==> config.mk <==
export PLATFORM = sky130hd
export DESIGN_NAME = packet_serializer_sdr8
export DESIGN_NICKNAME = d
export VERILOG_FILES = /design/src/rtl/packet_serializer_sdr8.sv
export SDC_FILE = /design/constraint.sdc
export NUM_CORES = 1
export LEC_CHECK = 0
export ABC_CLOCK_PERIOD_IN_PS = 2660
export BUFFER_PORTS_ARGS = -buffer_cell sky130_fd_sc_hd__buf_4
export CORE_ASPECT_RATIO = 1.1
export CORE_MARGIN = 3
export CORE_UTILIZATION = 35
export CTS_CLUSTER_DIAMETER = 150
export CTS_CLUSTER_SIZE = 10
export DETAILED_ROUTE_END_ITERATION = 10
export PLACE_DENSITY = 0.52
export SLEW_MARGIN = 40
export SYNTH_ARGS = -nofsm -noshare
export SYNTH_HDL_FRONTEND = slang
export SYNTH_SLANG_ARGS = --single-unit
==> constraint.sdc <==
create_clock -name clk -period 2.66 [get_ports clk]
set_input_delay 0.532 -clock clk [delete_from_list [all_inputs] [get_ports clk]]
set_output_delay 0.532 -clock clk [all_outputs]
set_load 0.005 [all_outputs]
==> src/rtl/packet_serializer_sdr8.sv <==
// Packet link transmitter: latches a header plus up to MAX_WORDS payload words per handshake
// and streams them LSB byte first on an 8-bit SDR bus, IDLE_BYTE between packets.
module packet_serializer_sdr8 #(
    parameter int          MAX_WORDS = 4,
    parameter logic [7:0]  IDLE_BYTE = 8'h00
) (
    input  logic                      clk,
    input  logic                      rst_n,
    input  logic                      in_valid,
    output logic                      in_ready,
    input  logic [2:0]                in_words,
    input  logic [31:0]               in_hdr,
    input  logic [32*MAX_WORDS-1:0]   in_payload,
    output logic [7:0]                ser_out,
    output logic                      ser_sop,
    output logic                      ser_eop,
    output logic                      busy,
    output logic                      err_zero_hdr
);

    localparam logic [2:0] MAX_N = 3'(MAX_WORDS);

    typedef enum logic {ST_IDLE, ST_SEND} state_t;

    state_t                      r_state;
    logic [MAX_WORDS:0][31:0]    r_words;
    logic [2:0]                  r_nWords;
    logic [2:0]                  r_wordIdx;
    logic [1:0]                  r_byteIdx;

    logic [2:0]                  w_nClamp;
    logic [31:0]                 w_hdrWire;
    logic                        w_accept;
    logic [1:0]                  w_nextByteIdx;
    logic [2:0]                  w_nextWordIdx;
    logic [31:0]                 w_nextWord;
    logic [7:0]                  w_nextByte;
    logic                        w_nextEop;
    logic                        w_unusedHdrBits;

    // The low five header bits are replaced by the word count on the wire.
    assign w_nClamp        = (in_words > MAX_N) ? MAX_N : in_words;
    assign w_hdrWire       = {in_hdr[31:5], 2'b00, w_nClamp};
    assign w_unusedHdrBits = ^in_hdr[4:0];

    assign in_ready = rst_n & ((r_state == ST_IDLE) | ((r_state == ST_SEND) & ser_eop));
    assign w_accept = in_valid & in_ready;

    assign w_nextByteIdx = r_byteIdx + 2'd1;
    assign w_nextWordIdx = (r_byteIdx == 2'd3) ? r_wordIdx + 3'd1 : r_wordIdx;
    assign w_nextEop     = (w_nextWordIdx == r_nWords) && (w_nextByteIdx == 2'd3);

    always_comb begin
        w_nextWord = '0;
        for (int k = 0; k <= MAX_WORDS; k++) begin
            if (w_nextWordIdx == 3'(k)) begin
                w_nextWord = r_words[k];
            end
        end
    end

    assign w_nextByte = w_nextWord[8*w_nextByteIdx +: 8];

    // Outputs are computed one edge ahead so ser_out/sop/eop/busy all leave the same flops.
    always_ff @(posedge clk or negedge rst_n) begin
        if (!rst_n) begin
            r_state      <= ST_IDLE;
            r_words      <= '0;
            r_nWords     <= '0;
            r_wordIdx    <= '0;
            r_byteIdx    <= '0;
            ser_out      <= IDLE_BYTE;
            ser_sop      <= 1'b0;
            ser_eop      <= 1'b0;
            busy         <= 1'b0;
            err_zero_hdr <= 1'b0;
        end else begin
            err_zero_hdr <= 1'b0;
            if (w_accept) begin
                if (w_hdrWire == '0) begin
                    r_state      <= ST_IDLE;
                    ser_out      <= IDLE_BYTE;
                    ser_sop      <= 1'b0;
                    ser_eop      <= 1'b0;
                    busy         <= 1'b0;
                    err_zero_hdr <= 1'b1;
                end else begin
                    r_state   <= ST_SEND;
                    r_words   <= {in_payload, w_hdrWire};
                    r_nWords  <= w_nClamp;
                    r_wordIdx <= '0;
                    r_byteIdx <= '0;
                    ser_out   <= w_hdrWire[7:0];
                    ser_sop   <= 1'b1;
                    ser_eop   <= 1'b0;
                    busy      <= 1'b1;
                end
            end else if (r_state == ST_SEND) begin
                if (ser_eop) begin
                    r_state <= ST_IDLE;
                    ser_out <= IDLE_BYTE;
                    ser_sop <= 1'b0;
                    ser_eop <= 1'b0;
                    busy    <= 1'b0;
                end else begin
                    r_byteIdx <= w_nextByteIdx;
                    r_wordIdx <= w_nextWordIdx;
                    ser_out   <= w_nextByte;
                    ser_sop   <= 1'b0;
                    ser_eop   <= w_nextEop;
                end
            end
        end
    end

endmodule

==> results.py, run 1 <==
metrics = {
    "route": {
        "route.detailed.vias_per_inst": 5.111,
        "route.antenna.remaining_nets": 0,
        "wl_per_cell_um": 18.76,
        "detailedRoute.firstIterationViolations": 698,
        "vias": 8326,
        "route.detailed.drc": 0,
        "drt_pre_antenna_iters": 8,
        "routed_wirelength_mm": 30.55,
    },
    "synthesis": {
        "synth-seq-cells": 176,
        "synth_nets": 1259,
        "synth_edf_count": 0,
        "ys_types": 73,
        "netlist_instances": 1090,
        "synth_warnings": 0,
        "post_synth_mux_area_share": 0.04660,
        "post_synth_xor_area_fraction": 0.01014,
        "post_synth_instance_area_um2": 9129,
        "dominantRegCellSynth": "sky130_fd_sc_hd__dfrtp_1",
        "postSynth.asyncResetShare": 1.000,
        "synth-adder-area-share": 0.004112,
        "syn-mean-instance-area_um2": 8.375,
        "synth_compound_gate_area_share": 0.1542,
        "dominant_combinational_cell_family_by_area_after_synthesis": "simple AND/OR/NAND/NOR gates",
        "synthSimpleGateAreaFrac": 0.2553,
        "part_of_the_yosys_area_used_for_sequential_elements": 0.4825,
    },
    "clock_network": {
        "tritoncts": "done",
        "clock_sinks": 176,
        "bufs_on_longest_clock_path": 2,
        "ctsResizeCount": 0,
        "cts.htree.levels": 4,
        "worstSkewPairLatency_ns": 0.44,
        "cts_setup_buffers": 0,
        "cts.reportedPaths.clkPinSlew_ns": 0.07,
        "tritoncts.num_buffers": 17,
        "ctsRootBufferMaster": "sky130_fd_sc_hd__clkbuf_16",
        "hold_buffers": 1,
    },
    "layout": {
        "postLayoutCoreUtil": 0.4607,
        "post_route_cells_drive_above_1_share": 0.2307,
        "syn_to_final_growth_pct": 28.66,
        "antenna_cells_inserted": 0,
        "finish.net_count": 1439,
        "post_route_cell_area_um2": 11750,
    },
    "sta": {
        "totalNegativeSetupSlack_ns": 0,
        "timing_worst_slew_pin_value_ns": 0.7438,
        "fmax_mhz": 395.0,
        "timing.clock.skew_ns": 0.007220,
        "post-route-min-period_ns": 2.532,
        "setup-violations-final": 0,
        "timing.max_slew.rel_slack": 0.5026,
        "timing.final.hold_violations": 0,
        "fin_hold_ws_ns": 0.2751,
        "setup_ws_ns": 0.1282,
        "rsz0062_at_grt": "no",
        "timing.final.max_slew_violations": 0,
        "timing.final.crit_share": 0.9518,
    },
    "placed_design": {
        "portBuffers": 173,
        "dpl-instance-area_um2": 11130,
        "routabilityCongestion": 0.8473,
        "place_ws_ns": 0.1619,
        "place.detailed.hpwl_mm": 23.02,
    },
    "worst_setup_path": {
        "setup.worst_path.class": "flop to flop",
        "crit_fanout": 24,
        "crit_chain": "ha_1 > buf_12 > xnor2_2 > buf_4 > mux4_2 > a221oi_2 > nor2_1 > a221oi_2 > a21oi_1",
        "cpPeakStageDelay_ns": 0.55,
        "crit_buf_inv": 2,
        "critPathCaptureType": "flop",
        "critPathMostFrequentCell": "sky130_fd_sc_hd__a221oi_2",
        "timing.critical_path.required_ns": 2.98,
        "path_delay_family": "compound AO/OA/AOI/OAI gates",
        "startpoint_type": "flop",
        "cpMaxStageDelayCell": "sky130_fd_sc_hd__mux4_2",
        "cp_data_arrival_time_ns": 2.85,
    },
    "floorplan": {
        "horiz_die_dim_um": 160.0,
        "placement_rows": 61,
        "die_area_um2": 28060,
        "die_height_um": 175.4,
        "coreArea_um2": 25490,
        "io-pin-count": 179,
        "floorplan.initialDensity": 0.3581,
    },
    "power_and_ir_drop": {
        "vdd.ir_drop.worst_mv": 0.4513,
        "total_leakage_power_uw": 0.005850,
        "power.density_cell_area_nw_per_um2": 1252,
    },
    "job": {
        "max_cap_violations": 0,
    },
    "run_status": {
        "outcome": "completed",
    },
    "hold_path": {
        "hold_path.class": "primary input to flop",
    },
    "global_route": {
        "track_usage": 0.2188,
        "grt_ovf": 0,
        "first_global_vias": 8356,
        "grt_max_degree": 95,
        "grt_antenna_before_repair": 0,
        "first_pass_grt_wire_length_mm": 47.46,
    },
}
[flip-flops by register name, summed over array words and instances, names as in the netlist, 2 cells and up]
| signal | count |
|---|---|
| r_byteIdx | 2 |
| r_nWords | 2 |
| r_wordIdx | 3 |
| r_words | 156 |
| ser_out | 8 |
[final timing paths]
path                                      from            to  slack, ns  cells past startpoint
max in group asynchronous                rst_n   r_words[35]       0.98                      4
worst min register to register     r_words[31]   r_words[31]       0.48                      2
worst max register to register    r_byteIdx[1]    ser_out[1]       0.13                      9
worst min-delay path            in_payload[79]  r_words[111]       0.28                      3
min in group asynchronous                rst_n  r_words[114]       0.61                      2
worst max-delay path              r_byteIdx[1]    ser_out[1]       0.13                      9
[layer usage]
layer  wire length (um)  vias to the layer above  share of wire  track usage
li1                   -                     4037              -            -
met1              14000                     4006           0.46       0.3071
met2              14390                      242           0.47       0.3533
met3               1516                       41          0.050      0.03420
met4                639                        0          0.021      0.06112
met5                  0                        -              0            0
[worst register-to-register path, delay by kind of cell (launching register included)]
kind | cells | cell delay [ns]
compound gates | 3 | 0.56
xor+xnor | 1 | 0.25
fa+ha+maj | 1 | 0.22
simple gates | 1 | 0.07
mux | 1 | 0.55
flops | 1 | 0.40
buf+inv | 2 | 0.36
[cells in the final DEF, fill, tap and decap left out, drive strengths merged, types with 6 or more instances in the layout]
master,instances
nor4,9
dfrtp,176
a211oi,8
a21oi,33
nor3b,7
nor2,28
o221ai,7
o211ai,10
clkbuf,18
nor3,7
o21ai,67
o2111ai,13
a221oi,6
inv,23
nand2,475
mux2i,29
o22ai,9
nand2b,16
nor2b,6
buf,235
mux2,6
nand3,8
[metrics by stage]
step,cells,total power (uW)
after floorplan,1090,9135
after global placement,1595,11930
final,1629,14700
after detailed placement,1596,12050
after CTS,1629,14730
after global routing,1629,15730
[cell type report]
type,instances,area [um2]
Multi-Input combinational cell,825,4313
Tap cell,346,432.9
Clock inverter,14,166.4
Clock buffer,18,439.2
Sequential cell,176,4405
Inverter,14,52.55
Fill cell,2635,13750
Timing Repair Buffer,236,1936
[report_power, final]
group	internal, uW	switching (uW)
Clock	1450	1200
Combinational	3020	4030
Sequential	3920	1070
[Yosys cell counts, types with 8 or more instances]
cell / instances / share of area
sky130_fd_sc_hd__o22ai_1: 8 / 0.0055
sky130_fd_sc_hd__nor2_1: 27 / 0.011
sky130_fd_sc_hd__buf_2: 26 / 0.014
sky130_fd_sc_hd__a21oi_1: 33 / 0.018
sky130_fd_sc_hd__a211oi_1: 8 / 0.0066
sky130_fd_sc_hd__nor4_1: 9 / 0.0062
sky130_fd_sc_hd__dfrtp_1: 176 / 0.48
sky130_fd_sc_hd__nand2_1: 474 / 0.19
sky130_fd_sc_hd__mux2i_1: 29 / 0.032
sky130_fd_sc_hd__clkbuf_1: 30 / 0.012
sky130_fd_sc_hd__o2111ai_1: 13 / 0.012
sky130_fd_sc_hd__nand2b_1: 16 / 0.011
sky130_fd_sc_hd__o21ai_0: 63 / 0.035
sky130_fd_sc_hd__inv_1: 14 / 0.0058
sky130_fd_sc_hd__nand3_1: 8 / 0.0044
sky130_fd_sc_hd__o211ai_1: 10 / 0.0082
[cells by family after synthesis]
logic type | after synthesis
compound gates | 204
xor+xnor | 8
fa+ha+maj | 3
buf+inv | 89
flops | 176
mux | 38
simple gates | 572
Note: power is estimated with default switching activity, not from simulation.
==> run 2, diff against run 1 <==
Settings changed: ABC_CLOCK_PERIOD_IN_PS 2660 to unset, CORE_ASPECT_RATIO 1.1 to 0.5, CORE_UTILIZATION 35 to 56, PLACE_DENSITY 0.52 to 0.78.
==> results.py, run 2 (synthesized netlist as in run 1, its figures left out) <==
metrics = {
    "worst_setup_path": {
        "startpoint_type": "flop",
        "cp_data_arrival_time_ns": 2.90,
        "crit_chain": "ha_2 > buf_4 > nor3b_1 > a31oi_2 > o311ai_0 > o221ai_1 > a31oi_1",
        "critPathCaptureType": "flop",
        "path_delay_family": "compound AO/OA/AOI/OAI gates",
        "timing.critical_path.required_ns": 3.02,
        "crit_fanout": 10,
        "cpMaxStageDelayCell": "sky130_fd_sc_hd__o311ai_0",
        "cpPeakStageDelay_ns": 0.52,
        "setup.worst_path.class": "flop to flop",
        "crit_buf_inv": 1,
    },
    "global_route": {
        "grt_antenna_before_repair": 1,
        "grt_ovf": 0,
        "first_pass_grt_wire_length_mm": 46.55,
        "first_global_vias": 8267,
        "track_usage": 0.3412,
        "grt_max_degree": 74,
    },
    "sta": {
        "timing.final.max_slew_violations": 0,
        "timing_worst_slew_pin_value_ns": 0.6643,
        "rsz0062_at_grt": "no",
        "setup_ws_ns": 0.1154,
        "timing.max_slew.rel_slack": 0.5571,
        "timing.clock.skew_ns": 0.009221,
        "totalNegativeSetupSlack_ns": 0,
        "timing.final.hold_violations": 0,
        "timing.final.crit_share": 0.9566,
        "setup-violations-final": 0,
        "fmax_mhz": 393.0,
        "post-route-min-period_ns": 2.545,
    },
    "clock_network": {
        "worstSkewPairLatency_ns": 0.44,
        "cts.htree.levels": 4,
        "tritoncts": "done",
        "tritoncts.num_buffers": 17,
        "clock_sinks": 176,
        "bufs_on_longest_clock_path": 2,
        "ctsRootBufferMaster": "sky130_fd_sc_hd__clkbuf_16",
        "cts.reportedPaths.clkPinSlew_ns": 0.07,
        "cts_setup_buffers": 0,
    },
    "placed_design": {
        "dpl.cell_count": 1472,
        "place_ws_ns": 0.06340,
        "routabilityCongestion": 0.9945,
        "place.detailed.hpwl_mm": 22.18,
        "dpl-instance-area_um2": 10930,
        "portBuffers": 173,
    },
    "route": {
        "route.antenna.remaining_nets": 0,
        "wl_per_cell_um": 20.41,
        "vias": 8811,
        "route.detailed.vias_per_inst": 5.858,
        "drt_pre_antenna_iters": 6,
        "route.detailed.drc": 0,
        "detailedRoute.firstIterationViolations": 889,
        "routed_wirelength_mm": 30.70,
    },
    "layout": {
        "post_route_cell_area_um2": 11590,
        "largest_registers": "r_words: 156 flops, ser_out: 8 flops, r_wordIdx: 3 flops",
        "antenna_cells_inserted": 0,
        "registers.top_by_ff_count": "r_words",
        "layout.cells.most_common": "sky130_fd_sc_hd__nand2_1",
        "syn_to_final_growth_pct": 26.92,
        "top_library_cells_by_usage_in_the_layout_fill_and_taps_aside": "sky130_fd_sc_hd__nand2_1, sky130_fd_sc_hd__buf_4, sky130_fd_sc_hd__dfrtp_1, sky130_fd_sc_hd__o21ai_0, sky130_fd_sc_hd__a21oi_1",
        "finish.net_count": 1440,
        "largest_register_ff_count": 156,
        "final_cell_count_no_fill": 1504,
        "post_route_cells_drive_above_1_share": 0.2338,
    },
    "run_status": {
        "outcome": "completed",
    },
    "floorplan": {
        "die_area_um2": 17960,
        "io-pin-count": 179,
        "die_height_um": 96.28,
        "horiz_die_dim_um": 186.6,
        "floorplan.initialDensity": 0.5816,
        "coreArea_um2": 15700,
        "placement_rows": 32,
    },
    "power_and_ir_drop": {
        "vdd.ir_drop.worst_mv": 0.7860,
        "power.density_cell_area_nw_per_um2": 1325,
        "total_leakage_power_uw": 0.005828,
    },
    "job": {
        "max_cap_violations": 0,
    },
    "hold_path": {
        "hold_path.class": "primary input to flop",
    },
}
## run 2: worst paths after layout
path,start,to,slack [ns],depth (start not counted)
worst max-delay path,r_byteIdx[1],ser_out[3],0.12,7
worst min-delay path,in_payload[97],r_words[129],0.28,3
worst max register to register,r_byteIdx[1],ser_out[3],0.12,7
worst min register to register,r_words[48],r_words[48],0.47,2
max in group asynchronous,rst_n,r_wordIdx[0],1.30,3
min in group asynchronous,rst_n,r_words[113],0.46,2
## run 2: what timing repair did
item                                    CTS  global route
hold endpoints to repair                  3             0
hold buffers                              1             0
endpoints found under the setup margin    0             7
resized for setup                         0             4
## run 2: final cells by class
cell class / instances / area [um2]
fill: 1191 / 4109
inverter: 14 / 52.55
sequential: 176 / 4405
tap: 221 / 276.5
multi-input combinational: 825 / 4333
timing repair buffer: 237 / 1893
clock inverter: 12 / 182.7
clock buffer: 19 / 442.9
## run 2: stage by stage
stage               hold WS (ns)  power [uW]  utilization
floorplan                 0.2364        9135            -
global placement          0.3371       12040       0.6960
detailed placement        0.3422       12260       0.6962
CTS                       0.2704       15090       0.7367
global route              0.2718       16140       0.7382
finish                    0.2777       15350       0.7382
## run 2: where the power goes
part | switching [uW] | internal [uW] | total, uW | leakage (uW)
combinational | 4530 | 3160 | 7690 | 0.00333
clock | 1110 | 1600 | 2720 | 0.000296
sequential | 1020 | 3920 | 4940 | 0.00220
total | 6660 | 8690 | 15400 | 0.00583
## run 2: metal layers
layer / GRT usage / up-vias / part of all wire
li1: - / 4028 / -
met1: 0.5027 / 4286 / 0.44
met2: 0.4997 / 458 / 0.42
met3: 0.09931 / 37 / 0.12
met4: 0.07731 / 2 / 0.011
met5: 0 / - / 0.00039
## run 2: worst register-to-register path: cells and delay by family, from the launching register on
| kind | cells | cell delay (ns) |
|---|---|---|
| flops | 1 | 0.39 |
| fa+ha+maj | 1 | 0.24 |
| simple gates | 1 | 0.42 |
| buf+inv | 1 | 0.20 |
| compound gates | 4 | 1.21 |
==> run 3, diff against run 2 <==
Settings changed: ABC_AREA set to 1, CORE_UTILIZATION 56 to 55, PLACE_DENSITY 0.78 to 0.77.
==> results.py, run 3 <==
metrics = {
    "power_and_ir_drop": {
        "power.density_cell_area_nw_per_um2": 1213,
        "share_clk_of_total_power": 0.192,
        "combinationalPowerShare": 0.456,
        "p_seq_frac": 0.353,
        "switching_share": 0.4388,
        "finalPower_uw": 12960,
        "internal_power_uw": 7275,
        "switching_power_uw": 5688,
        "vdd.ir_drop.worst_mv": 0.5912,
        "total_leakage_power_uw": 0.005772,
    },
    "synthesis": {
        "synth_nets": 1285,
        "synth_warnings": 0,
        "post_synth_most_frequent_cells": "sky130_fd_sc_hd__nand2_1, sky130_fd_sc_hd__dfrtp_1, sky130_fd_sc_hd__o21ai_0",
        "post_synth_instance_area_um2": 8487,
        "part_of_the_yosys_area_used_for_sequential_elements": 0.5189,
        "syn-mean-instance-area_um2": 7.605,
        "ys_types": 31,
        "synth-seq-cells": 176,
        "synth_top_cells_by_area": "sky130_fd_sc_hd__dfrtp_1, sky130_fd_sc_hd__nand2_1, sky130_fd_sc_hd__o21ai_0",
        "synth_most_common_cell": "sky130_fd_sc_hd__nand2_1",
        "yosysTopAreaCell": "sky130_fd_sc_hd__dfrtp_1",
        "postSynth.asyncResetShare": 1.000,
        "netlist.area_leader.share": 0.5189,
        "dominantRegCellSynth": "sky130_fd_sc_hd__dfrtp_1",
        "netlist_instances": 1116,
        "synth_edf_count": 0,
    },
    "worst_setup_path": {
        "timing.critical_path.required_ns": 2.97,
        "crit_chain": "ha_2 > nand3_1 > nand2_4 > inv_6 > nand2_4 > inv_2 > nand2_1 > nand2_1 > a21oi_1 > o2111ai_1 > nand3_1 > nand3_1",
        "setup.worst_path.class": "flop to flop",
        "cp_data_arrival_time_ns": 2.75,
        "r2r.worst_path.cells": 12,
        "critPathCaptureType": "flop",
        "crit_fanout": 23,
        "end_of_the_worst_register_to_register_path": "ser_out[4]",
        "regToRegSetupSlack_ns": 0.22,
        "critPathMostFrequentCell": "sky130_fd_sc_hd__nand3_1",
        "cpPeakStageDelay_ns": 0.40,
        "cpMaxStageDelayCell": "sky130_fd_sc_hd__dfrtp_1",
        "regToRegStartpoint": "r_byteIdx[1]",
        "startpoint_type": "flop",
    },
    "floorplan": {
        "die_area_um2": 17050,
        "coreArea_um2": 14780,
        "horiz_die_dim_um": 181.7,
        "die_height_um": 93.84,
        "io-pin-count": 179,
        "floorplan.initialDensity": 0.5743,
        "placement_rows": 31,
    },
    "run_status": {
        "outcome": "completed",
    },
    "clock_network": {
        "hold_buffers": 0,
        "ctsRootBufferMaster": "sky130_fd_sc_hd__clkbuf_16",
        "cts.reportedPaths.clkPinSlew_ns": 0.07,
        "clock_sinks": 176,
        "cts.htree.levels": 4,
        "tritoncts.num_buffers": 17,
        "tritoncts": "done",
        "worstSkewPairLatency_ns": 0.43,
        "bufs_on_longest_clock_path": 2,
    },
    "route": {
        "routed-wl-met2_mm": 10.99,
        "routed_wirelength_mm": 25.88,
        "wl_per_cell_um": 17.27,
        "route.antenna.remaining_nets": 0,
        "detailedRoute.firstIterationViolations": 848,
        "top_layer": "met4",
        "route.detailed.drc": 0,
        "drt_pre_antenna_iters": 5,
        "route.detailed.vias_per_inst": 5.400,
        "vias": 8089,
        "met3_length_mm": 3.140,
        "wl_met1_mm": 11.34,
    },
    "sta": {
        "setup-violations-final": 0,
        "totalNegativeSetupSlack_ns": 0,
        "fmax_mhz": 410.6,
        "rsz0062_at_grt": "no",
        "timing.clock.skew_ns": 0.01112,
        "timing.final.max_slew_violations": 0,
        "timing_worst_slew_pin_value_ns": 0.4936,
        "timing.max_slew.rel_slack": 0.6709,
        "post-route-min-period_ns": 2.435,
        "timing.final.hold_violations": 0,
        "timing.final.crit_share": 0.9155,
    },
    "global_route": {
        "grt_max_degree": 91,
        "grt_ovf": 0,
        "track_usage": 0.3073,
        "first_global_vias": 7779,
        "grt_antenna_before_repair": 0,
        "first_pass_grt_wire_length_mm": 40.45,
    },
    "placed_design": {
        "place.detailed.hpwl_mm": 18.56,
        "dpl-instance-area_um2": 10070,
        "routabilityCongestion": 0.9272,
        "portBuffers": 173,
    },
    "hold_path": {
        "hold_path.class": "primary input to asynchronous set/reset pin",
    },
    "layout": {
        "largest_registers": "r_words: 156 flops, ser_out: 8 flops, r_wordIdx: 3 flops",
        "post_route_cells_drive_above_1_share": 0.2015,
        "antenna_cells_inserted": 0,
        "finish.net_count": 1456,
        "layout.cells.most_common": "sky130_fd_sc_hd__nand2_1",
        "syn_to_final_growth_pct": 25.92,
        "post_route_cell_area_um2": 10690,
        "registers.top_by_ff_count": "r_words",
        "top_library_cells_by_usage_in_the_layout_fill_and_taps_aside": "sky130_fd_sc_hd__nand2_1, sky130_fd_sc_hd__buf_4, sky130_fd_sc_hd__dfrtp_1, sky130_fd_sc_hd__o21ai_0, sky130_fd_sc_hd__inv_1",
        "largest_register_ff_count": 156,
    },
    "job": {
        "max_cap_violations": 0,
    },
}
## run 3: changes by cell type after synthesis, moves of 19 or more
| cell | change |
|---|---|
| sky130_fd_sc_hd__inv_1 | +78 |
| sky130_fd_sc_hd__nand3_1 | +63 |
| sky130_fd_sc_hd__nand2_1 | +42 |
| sky130_fd_sc_hd__o21ai_0 | +31 |
| sky130_fd_sc_hd__mux2i_1 | -29 |
| sky130_fd_sc_hd__a21oi_1 | -19 |
## run 3: layout make-up
| class | instances | area [um2] |
|---|---|---|
| fillers | 1206 | 4091 |
| well taps | 198 | 247.7 |
| clock inverters | 14 | 145.1 |
| flip-flops and latches | 176 | 4404 |
| inverters | 98 | 375.4 |
| clock buffers | 18 | 429.2 |
| multi-input cells | 789 | 3422 |
| repair buffers | 205 | 1663 |
## run 3: how the worst max path moves through the flow
stage	start	end	slack (ns)	cells past startpoint
floorplan	r_byteIdx[1]	ser_out[3]	0.75	14
global placement	r_byteIdx[1]	ser_out[6]	0.22	14
detailed placement	r_byteIdx[1]	ser_out[6]	0.13	14
CTS	r_byteIdx[1]	ser_out[7]	0.06	14
global route	r_byteIdx[1]	ser_out[5]	0.03	14
finish	r_byteIdx[1]	ser_out[4]	0.22	12
## run 3: layer usage
| layer | track usage | up-vias |
|---|---|---|
| met5 | 0 | - |
| met4 | 0.07283 | 0 |
| met3 | 0.09513 | 44 |
| met2 | 0.4452 | 413 |
| met1 | 0.4537 | 3813 |
| li1 | - | 3819 |
## run 3: cells by family after synthesis
logic type / after synthesis / share of synthesized area
AND/OR/NAND/NOR: 649 / 0.3134
adder cells (fa/ha/maj): 3 / 0.004423
XOR/XNOR: 1 / 0.001032
buffers and inverters: 151 / 0.07872
flip-flops: 176 / 0.5189
AO/OA/AOI/OAI: 136 / 0.08345
## run 3: power groups by stage
stage                     Sequential (uW)  Combinational [uW]  Clock (uW)
after detailed placement             4570                5580           0
after floorplan                      4390                3560           0
after CTS                            4540                5670        2480
final                                4570                5910        2480
after global placement               4530                5450           0
after global routing                 4690                6550        2590
## run 3: timing repair
item | in CTS | in global routing
resized for setup | 0 | 1
setup endpoints to repair | 0 | 7
setup buffers | 0 | 3
## run 3: metrics by stage
step	hold WS (ns)	std cells	setup slack, ns	util
global placement	0.4568	1462	0.2214	0.6799
CTS	0.1459	1495	0.06403	0.7206
global route	0.1617	1498	0.02875	0.7231
finish	0.1199	1498	0.2247	0.7231
floorplan	0.2364	1116	0.7496	-
detailed placement	0.4599	1463	0.1260	0.6817
## run 3: critical path, delay by kind of cell (launching register included)
family	cells	cell delay, ns
AOI/OAI and AO/OA	2	0.58
adders and majority gates	1	0.30
buffers and inverters	2	0.24
DFF	1	0.40
and+or+nand+nor	7	0.80
